**src/rtl/imem_loader.sv**
```systemverilog
// ----------------------------------------------------------------------------
// imem_loader
// Write-side master for instruction_memory. Parses a byte stream framed as
// a 2-byte little-endian word count N followed by N little-endian 32-bit
// words, and writes each word to consecutive imem addresses starting at
// BASE_ADDR. The core is held in reset (o_cpu_hold) until a load completes.
//
// Optional feature (macro IMEM_LOADER_CSUM_EN): one trailing checksum byte,
// the XOR of all header and data bytes, is accepted after the last word;
// o_csum_err flags a mismatch. Without the macro o_csum_err is tied 0.
//
// Ports
//   i_clk       clock, rising edge
//   i_rst_n     asynchronous active-low reset
//   i_start     1-cycle pulse, begins a load (honoured only when idle/done)
//   i_in_valid  stream byte valid
//   i_in_byte   stream byte
//   o_in_ready  byte accepted this cycle when i_in_valid is also high
//   o_wr        imem write strobe, one cycle per stored word
//   o_addr      imem byte address
//   o_wdata     imem write data
//   o_cpu_hold  core held in reset while high
//   o_busy      load in progress
//   o_done      last load completed, held until next start
//   o_overflow  N exceeded MEM_SIZE, sticky until next start
//   o_csum_err  checksum mismatch, sticky until next start
// ----------------------------------------------------------------------------
module imem_loader #(
    parameter int unsigned WIDTH1    = 32,
    parameter int unsigned MEM_SIZE  = 1024,
    parameter int unsigned BASE_ADDR = 0
) (
    input  logic              i_clk,
    input  logic              i_rst_n,
    input  logic              i_start,
    input  logic              i_in_valid,
    input  logic [7:0]        i_in_byte,
    output logic              o_in_ready,
    output logic              o_wr,
    output logic [WIDTH1-1:0] o_addr,
    output logic [WIDTH1-1:0] o_wdata,
    output logic              o_cpu_hold,
    output logic              o_busy,
    output logic              o_done,
    output logic              o_overflow,
    output logic              o_csum_err
);

    typedef enum logic [2:0] {
        StIdle, StHdr, StData, StWrite, StCsum, StDone
    } state_t;

    state_t            r_state;
    logic [1:0]        r_byte_idx;
    logic [15:0]       r_nwords;
    logic [15:0]       r_word_idx;
    logic [23:0]       r_shift;     // b2,b1,b0 of the word being assembled
    logic              r_in_ready;
    logic              r_wr;
    logic [WIDTH1-1:0] r_addr;
    logic [WIDTH1-1:0] r_wdata;
    logic              r_cpu_hold;
    logic              r_busy;
    logic              r_done;
    logic              r_overflow;

    logic              w_accept;
    logic              w_start_ok;
    logic [15:0]       w_n;
    logic [31:0]       w_word;
    logic [15:0]       w_next_idx;
    logic              w_in_range;
    logic [WIDTH1-1:0] w_addr;

    assign w_accept   = i_in_valid & r_in_ready;
    assign w_start_ok = i_start & ((r_state == StIdle) | (r_state == StDone));
    assign w_n        = {i_in_byte, r_nwords[7:0]};
    assign w_word     = {i_in_byte, r_shift};
    assign w_next_idx = r_word_idx + 16'd1;
    assign w_in_range = (32'(r_word_idx) < MEM_SIZE);
    assign w_addr     = WIDTH1'(BASE_ADDR) + (WIDTH1'(r_word_idx) << 2);

    always_ff @(posedge i_clk or negedge i_rst_n) begin
        if (!i_rst_n) begin
            r_state    <= StIdle;
            r_byte_idx <= 2'd0;
            r_nwords   <= 16'd0;
            r_word_idx <= 16'd0;
            r_shift    <= 24'd0;
            r_in_ready <= 1'b0;
            r_wr       <= 1'b0;
            r_addr     <= WIDTH1'(BASE_ADDR);
            r_wdata    <= '0;
            r_cpu_hold <= 1'b1;
            r_busy     <= 1'b0;
            r_done     <= 1'b0;
            r_overflow <= 1'b0;
        end else begin
            r_wr <= 1'b0;
            case (r_state)
                StIdle, StDone: begin
                    if (w_start_ok) begin
                        r_state    <= StHdr;
                        r_byte_idx <= 2'd0;
                        r_word_idx <= 16'd0;
                        r_in_ready <= 1'b1;
                        r_cpu_hold <= 1'b1;
                        r_busy     <= 1'b1;
                        r_done     <= 1'b0;
                        r_overflow <= 1'b0;
                    end
                end
                StHdr: begin
                    if (w_accept) begin
                        if (r_byte_idx == 2'd0) begin
                            r_nwords[7:0] <= i_in_byte;
                            r_byte_idx    <= 2'd1;
                        end else begin
                            r_nwords   <= w_n;
                            r_byte_idx <= 2'd0;
                            if (w_n != 16'd0) begin
                                r_state <= StData;
                            end else begin
`ifdef IMEM_LOADER_CSUM_EN
                                r_state    <= StCsum;
`else
                                r_state    <= StDone;
                                r_in_ready <= 1'b0;
                                r_busy     <= 1'b0;
                                r_done     <= 1'b1;
                                r_cpu_hold <= 1'b0;
`endif
                            end
                        end
                    end
                end
                StData: begin
                    if (w_accept) begin
                        r_byte_idx <= r_byte_idx + 2'd1;
                        if (r_byte_idx == 2'd3) begin
                            r_state    <= StWrite;
                            r_in_ready <= 1'b0;
                            // Out-of-range words are consumed but never written.
                            if (w_in_range) begin
                                r_wr    <= 1'b1;
                                r_addr  <= w_addr;
                                r_wdata <= WIDTH1'(w_word);
                            end else begin
                                r_overflow <= 1'b1;
                            end
                        end else begin
                            r_shift <= {i_in_byte, r_shift[23:8]};
                        end
                    end
                end
                StWrite: begin
                    r_word_idx <= w_next_idx;
                    if (w_next_idx != r_nwords) begin
                        r_state    <= StData;
                        r_in_ready <= 1'b1;
                    end else begin
`ifdef IMEM_LOADER_CSUM_EN
                        r_state    <= StCsum;
                        r_in_ready <= 1'b1;
`else
                        r_state    <= StDone;
                        r_busy     <= 1'b0;
                        r_done     <= 1'b1;
                        r_cpu_hold <= 1'b0;
`endif
                    end
                end
                StCsum: begin
                    if (w_accept) begin
                        r_state    <= StDone;
                        r_in_ready <= 1'b0;
                        r_busy     <= 1'b0;
                        r_done     <= 1'b1;
                        r_cpu_hold <= 1'b0;
                    end
                end
                default: begin
                    r_state <= StIdle;
                end
            endcase
        end
    end

`ifdef IMEM_LOADER_CSUM_EN
    logic [7:0] r_csum;
    logic       r_csum_err;

    // Running XOR of header and data bytes; the CSUM byte itself is compared.
    always_ff @(posedge i_clk or negedge i_rst_n) begin
        if (!i_rst_n) begin
            r_csum     <= 8'd0;
            r_csum_err <= 1'b0;
        end else if (w_start_ok) begin
            r_csum     <= 8'd0;
            r_csum_err <= 1'b0;
        end else if (w_accept) begin
            if (r_state == StCsum) begin
                r_csum_err <= (i_in_byte != r_csum);
            end else begin
                r_csum <= r_csum ^ i_in_byte;
            end
        end
    end

    assign o_csum_err = r_csum_err;
`else
    assign o_csum_err = 1'b0;
`endif

    assign o_in_ready = r_in_ready;
    assign o_wr       = r_wr;
    assign o_addr     = r_addr;
    assign o_wdata    = r_wdata;
    assign o_cpu_hold = r_cpu_hold;
    assign o_busy     = r_busy;
    assign o_done     = r_done;
    assign o_overflow = r_overflow;

endmodule

```
**config.mk**
```make
export PLATFORM = sky130hd
export DESIGN_NAME = imem_loader
export DESIGN_NICKNAME = d
export VERILOG_FILES = /design/src/rtl/imem_loader.sv
export SDC_FILE = /design/constraint.sdc
export NUM_CORES = 1
export LEC_CHECK = 0
export ABC_AREA = 1
export CAP_MARGIN = 0
export CORE_MARGIN = 4
export CORE_UTILIZATION = 46
export DETAILED_ROUTE_END_ITERATION = 7
export PLACE_DENSITY_LB_ADDON = 0.25
export SYNTH_ARGS = -nofsm -noshare
export SYNTH_HDL_FRONTEND = slang
export SYNTH_SLANG_ARGS = --single-unit
```
**constraint.sdc**
```tcl
create_clock -name i_clk -period 2.41 [get_ports i_clk]
set_input_delay 0.3615 -clock i_clk [delete_from_list [all_inputs] [get_ports i_clk]]
set_output_delay 0.3615 -clock i_clk [all_outputs]
set_load 0.01 [all_outputs]
```
Word-level counts from Yosys, hierarchy flattened
Index checks and enable logic that the tools add are counted.
Word-level totals
  bits in registers: 115
  output and inout port bits: 71
Cells by class
  add/sub/neg operators: 2
  $lt $le $gt $ge: 1
  eq/ne operators: 17
  multiplexer cells: 42
  bitwise operators: 5
  reductions and logical operators: 19
Operators with widths (count)
  case mux 16 bit (2 select lines): 1
  2-to-1 mux 3 bit: 8
  2-to-1 mux 1 bit: 23
  inequality test 2 bit (second input constant): 10
  adder 16 x 1 -> 16 bit (second input constant): 1
  < comparator 16 x 11 -> 1 bit (second input constant): 1
  2-to-1 mux 16 bit: 1
  inequality test 16 bit: 1
  nonzero test 16 bit: 1
  case mux 3 bit (5 select lines): 1
  AND reduction 3 bit: 3
  AND reduction 9 bit: 1
  case mux 1 bit (4 select lines): 2
  AND reduction 4 bit: 2
  AND reduction 7 bit: 1
  == test 3 x 2 -> 1 bit (second input constant): 2
  == test 3 bit (second input constant): 2
  2-to-1 mux 2 bit: 3
  case mux 2 bit (3 select lines): 1
  AND reduction 6 bit: 1
  case mux 1 bit (5 select lines): 1
  AND reduction 5 bit: 1
  nonzero test 5 bit: 1
  nonzero test 2 bit: 2
  13 further kinds: 15

Logic depth before layout (Yosys ltp)
  depth after elaboration: 5
  gate-level depth with buffers: 16
  gate-level depth less buffers: 16

Worst setup path after synthesis
No wires, ideal clock.
  path type: flip-flop to flip-flop
  start point: reg r_word_idx[0]
  end point: reg r_busy, in the netlist o_busy
  library setup time: 0.119 ns
  arrival: 1.683 ns
  required time: 2.291 ns
  setup slack: 0.608 ns
  cell stages (with the launch flop): 17
  path buffers: 0
  period minus slack after synthesis: 1.802 ns
  path through: dfrtp_1 ha_1 nand2_1 nor2_4 nand2_1 nand2_1 nand2_1 nand2_1 nand2_1 nor2_1 nand2_1 nor2_1 nand3_1 nand2_2 nand2_2 nand2_1 nand2_1
On the way
  longest elaborated chain between the ends: 4
Ends and longest elaborated chain
  start, declared: RTL line 56  | logic [15:0] r_word_idx;
  start signal, assigned: RTL line 157  | r_word_idx <= w_next_idx;
  adder 16 x 1 -> 16 bit: RTL line 79  | assign w_next_idx = r_word_idx + 16'd1;
  inequality test 16 bit: RTL line 158  | if (w_next_idx != r_nwords) begin
  inequality test 2 bit (no line)
  AND reduction 7 bit (no line)
  end signal, assigned: RTL line 95  | r_busy <= 1'b0;
  end signal, assigned: RTL line 167  | r_busy <= 1'b0;
  end signal, assigned: RTL line 177  | r_busy <= 1'b0;
  end, declared: RTL line 63  | logic r_busy;
Every way passes these cells.
A chain may end at the register's enable or synchronous reset.

Worst setup path after layout
Ends and elaborated chain as after synthesis.

==> impl_metrics.json <==
{
  "max_cap_viol_count": 0,
  "yosys-mux-area-fraction_pct": 0,
  "power_density_nw_per_um2": 995.9,
  "final_core_utilization_pct": 58.76,
  "die_x_um": 116.1,
  "cts_tree": "yes",
  "num_io_pins": 83,
  "yosys.area_share.adder_pct": 0.6982,
  "crit_path_end_kind": "register",
  "power.leakage_nw": 3.198,
  "die_area_um2": 13480,
  "tns_ps": 0,
  "hold_path.class": "register to register",
  "die_height_um": 116.1,
  "worst_setup_hold_path_clk_slew_ps": 50,
  "layout-area-overhead-vs-synth_pct": 24.78,
  "slew_violations": 0,
  "number_of_drc_violations_after_detailed_routing": 0,
  "first_pass_iters": 4,
  "finalHoldWorstSlack_ps": 464.7,
  "final-setup-viol-count": 0,
  "max_freq_ghz": 0.4786,
  "core_um2": 11420,
  "crit_path_top_delay_cell": "dfrtp_1",
  "timing.reg2reg.setup_slack_ps": 320,
  "worst_path_largest_cell_delay_ps": 390,
  "unrepaired_setup_endpoints_after_global_routing": "no",
  "numClockSinks": 115,
  "synth-edff-count": 0,
  "grt_antenna_before_repair": 0,
  "final-hold-violation-count": 0,
  "portion_of_the_post_synthesis_area_used_by_sequential_elements_pct": 53.55,
  "holdCritStartpoint": "o_cpu_hold",
  "grt_start_max_net_pins": 77,
  "groute.usage.overall_pct": 20.73,
  "stdcell_count": 880,
  "global_route_wire_length_before_repair_um": 21710,
  "peakVddDrop_mv": 0.5584,
  "worst-r2r-cell-count": 16,
  "htree_num_levels": 4,
  "synth_compound_gate_area_share_pct": 10.43,
  "timing.final.crit_period_ps": 2089,
  "place_congestion": 0.8875,
  "diodes": 0,
  "post_synth_xor_area_fraction_pct": 0,
  "synth_top_family_by_area": "simple AND/OR/NAND/NOR gates",
  "worstPathRequired_ps": 2700,
  "holdPathEnd": "o_cpu_hold",
  "arrival_ps": 2380,
  "yosysWarnings": 0,
  "crit_reg_reg_startpoint": "r_word_idx[0]",
  "worst-setup-path-type": "register to register",
  "initial_utilization_pct": 47.09,
  "synth.avg_cell_area_um2": 8.297,
  "worstPathCellList": "ha_2 > nand2_1 > nor2_4 > nand2_1 > nand2_1 > nand2_1 > nand2_1 > nand2_1 > nor2_1 > nand2_1 > nor2_2 > nand3_1 > nand2_2 > nand2_2 > nand2_1 > nand2_1",
  "clock_path_buffers": 2,
  "cp-start-kind": "register",
  "first_global_vias": 4458,
  "routed_via_density": 5.100,
  "yosys.area_share.simple_pct": 25.25,
  "dp_cells": 847,
  "ant_nets": 0,
  "syn-cell-area_um2": 5376,
  "globalRoute.totalOverflow": 0,
  "num-nets-final": 739,
  "drt_iter0_markers": 242,
  "synth_ff_type": "dfrtp_1",
  "min_delay_path_depth": 2,
  "ys_seq_elements": 115,
  "cp_max_fo": 8,
  "drt-wirelength-per-cell_um": 14.65,
  "crit_path_frequent_cell": "nand2_1",
  "post_cts_buffers": 0,
  "drt_wl_total_um": 12890,
  "post-route-worst-setup-slack_ps": 320.8,
  "detailedPlace.worstSlack_ps": 214.2,
  "slew_headroom_pct": 50.58,
  "cts_inserted_buffers": 17,
  "port_buffers": 65,
  "total_via_count_in_the_routed_design": 4488,
  "final_worst_path_cycle_share_pct": 86.69,
  "yosys.cell_types.count": 33,
  "r2r_end": "o_busy",
  "clk-insertion-delay-late_ps": 420,
  "synth_cells": 648,
  "clockRootBuffer": "clkbuf_16",
  "run_status": "finished clean",
  "post_route_cells_drive_above_1_share_pct": 8.684,
  "async_flop_share_pct": 100.0,
  "fillCellCount": 1005,
  "fp-row-count": 39,
  "timing_worst_slew_pin_value_ps": 741.3,
  "dp_hpwl_um": 9143,
  "timing.clock.skew_ps": 24.05
}
## registers in the layout, indices dropped and copies added, names as in the netlist
signal      count
r_state         3
o_wr            1
r_word_idx     16
o_busy          1
o_addr         16
r_nwords       16
r_shift        24
o_overflow      1
o_done          1
r_byte_idx      2
o_in_ready      1
o_wdata        32
o_cpu_hold      1
## logic make-up after synthesis
logic type / count (synthesis)
adder cells (fa/ha/maj): 3
other: 1
AND/OR/NAND/NOR: 310
flip-flops: 115
buffers and inverters: 115
AO/OA/AOI/OAI: 104
## cells in the final DEF, fill, tap and decap left out, types with 2 or more instances in the layout
| cell type | count |
|---|---|
| nand2_1 | 204 |
| dfrtp_1 | 114 |
| inv_1 | 79 |
| clkdlybuf4s50_1 | 64 |
| o21ai_0 | 54 |
| nand3_1 | 42 |
| nor2_1 | 30 |
| o21ai_1 | 26 |
| conb_1 | 17 |
| clkbuf_16 | 17 |
| o22ai_1 | 12 |
| nand4_1 | 10 |
| buf_4 | 9 |
| nand2_2 | 5 |
| o21ai_2 | 5 |
| nor2_2 | 5 |
| a21oi_1 | 4 |
| clkinv_2 | 4 |
| nor3_1 | 3 |
| nand3b_1 | 3 |
| clkbuf_1 | 3 |
| clkbuf_8 | 3 |
| nor3_4 | 2 |
| nor4_1 | 2 |
| ha_1 | 2 |
| clkinvlp_4 | 2 |
| bufinv_16 | 2 |
## report_power, final
group	switching [mW]	internal, mW	total (mW)
Sequential	0.322	2.31	2.63
Combinational	0.999	0.605	1.60
Clock	0.854	1.59	2.45
## repair_timing
item | CTS | global route
setup endpoints to repair | 0 | 4
hold endpoints to repair | 40 | 0
gates resized for setup | 0 | 2
hold buffers | 1 | 0
## per-layer routing
metal | routed length [um] | part of all wire, % | up-vias | track usage (%)
met5 | 0 | 0 | - | 0
met4 | 198 | 1.5 | 0 | 6.806
met3 | 759 | 5.9 | 15 | 5.285
met2 | 6243 | 48 | 137 | 33.83
met1 | 5692 | 44 | 2140 | 27.28
li1 | - | - | 2196 | -
## synthesized netlist by cell type, types with 4 or more instances
master / instances / area [um^2]
o21ai_2: 5 / 43.79
dfrtp_1: 114 / 2853
nor2_2: 4 / 25.02
inv_1: 79 / 296.5
nor2_1: 31 / 116.4
nand4_1: 10 / 62.56
nand3_1: 42 / 210.2
o21ai_1: 26 / 130.1
o22ai_1: 12 / 75.07
clkbuf_1: 10 / 37.54
nand2_2: 5 / 31.28
buf_6: 5 / 56.30
nand2_1: 204 / 765.7
o21ai_0: 54 / 270.3
buf_4: 17 / 127.6
a21oi_1: 4 / 20.02
## area by class of cell
class                      count  area [um^2]  area share [%]
timing repair buffer          75        738.2           11.00
tap                          143        178.9           2.667
sequential                   115         2879           42.91
clock inverter                 9        103.9           1.548
inverter                      81        306.5           4.569
clock buffer                  23        478.0           7.124
multi-input combinational    434         2024           30.18
## per-stage QoR
| stage | cell area, um^2 | total power, mW |
|---|---|---|
| 2_1_floorplan | 5436 | 3.661 |
| 3_3_place_gp | 6112 | 4.194 |
| 3_5_place_dp | 6112 | 4.240 |
| 4_1_cts | 6704 | 6.701 |
| 5_1_grt | 6709 | 7.126 |
| 6_report | 6709 | 6.681 |
## worst max-delay path by stage
stage                             start  endpoint  slack [ps]
final                     r_word_idx[0]    o_busy         320
after global routing      r_word_idx[0]    o_busy           9
after CTS                 r_word_idx[0]    o_busy         300
after detailed placement   i_in_byte[1]    o_busy         210
after global placement     i_in_byte[3]    o_done         250
after floorplan           r_word_idx[0]    o_busy         610
## critical path, delay by kind of cell (launching register included)
kind	cells	cell delay, ps
and+or+nand+nor	15	1360
DFF	1	390
adders and majority gates	1	220
No activity file was read; power rests on OpenSTA's default activity.
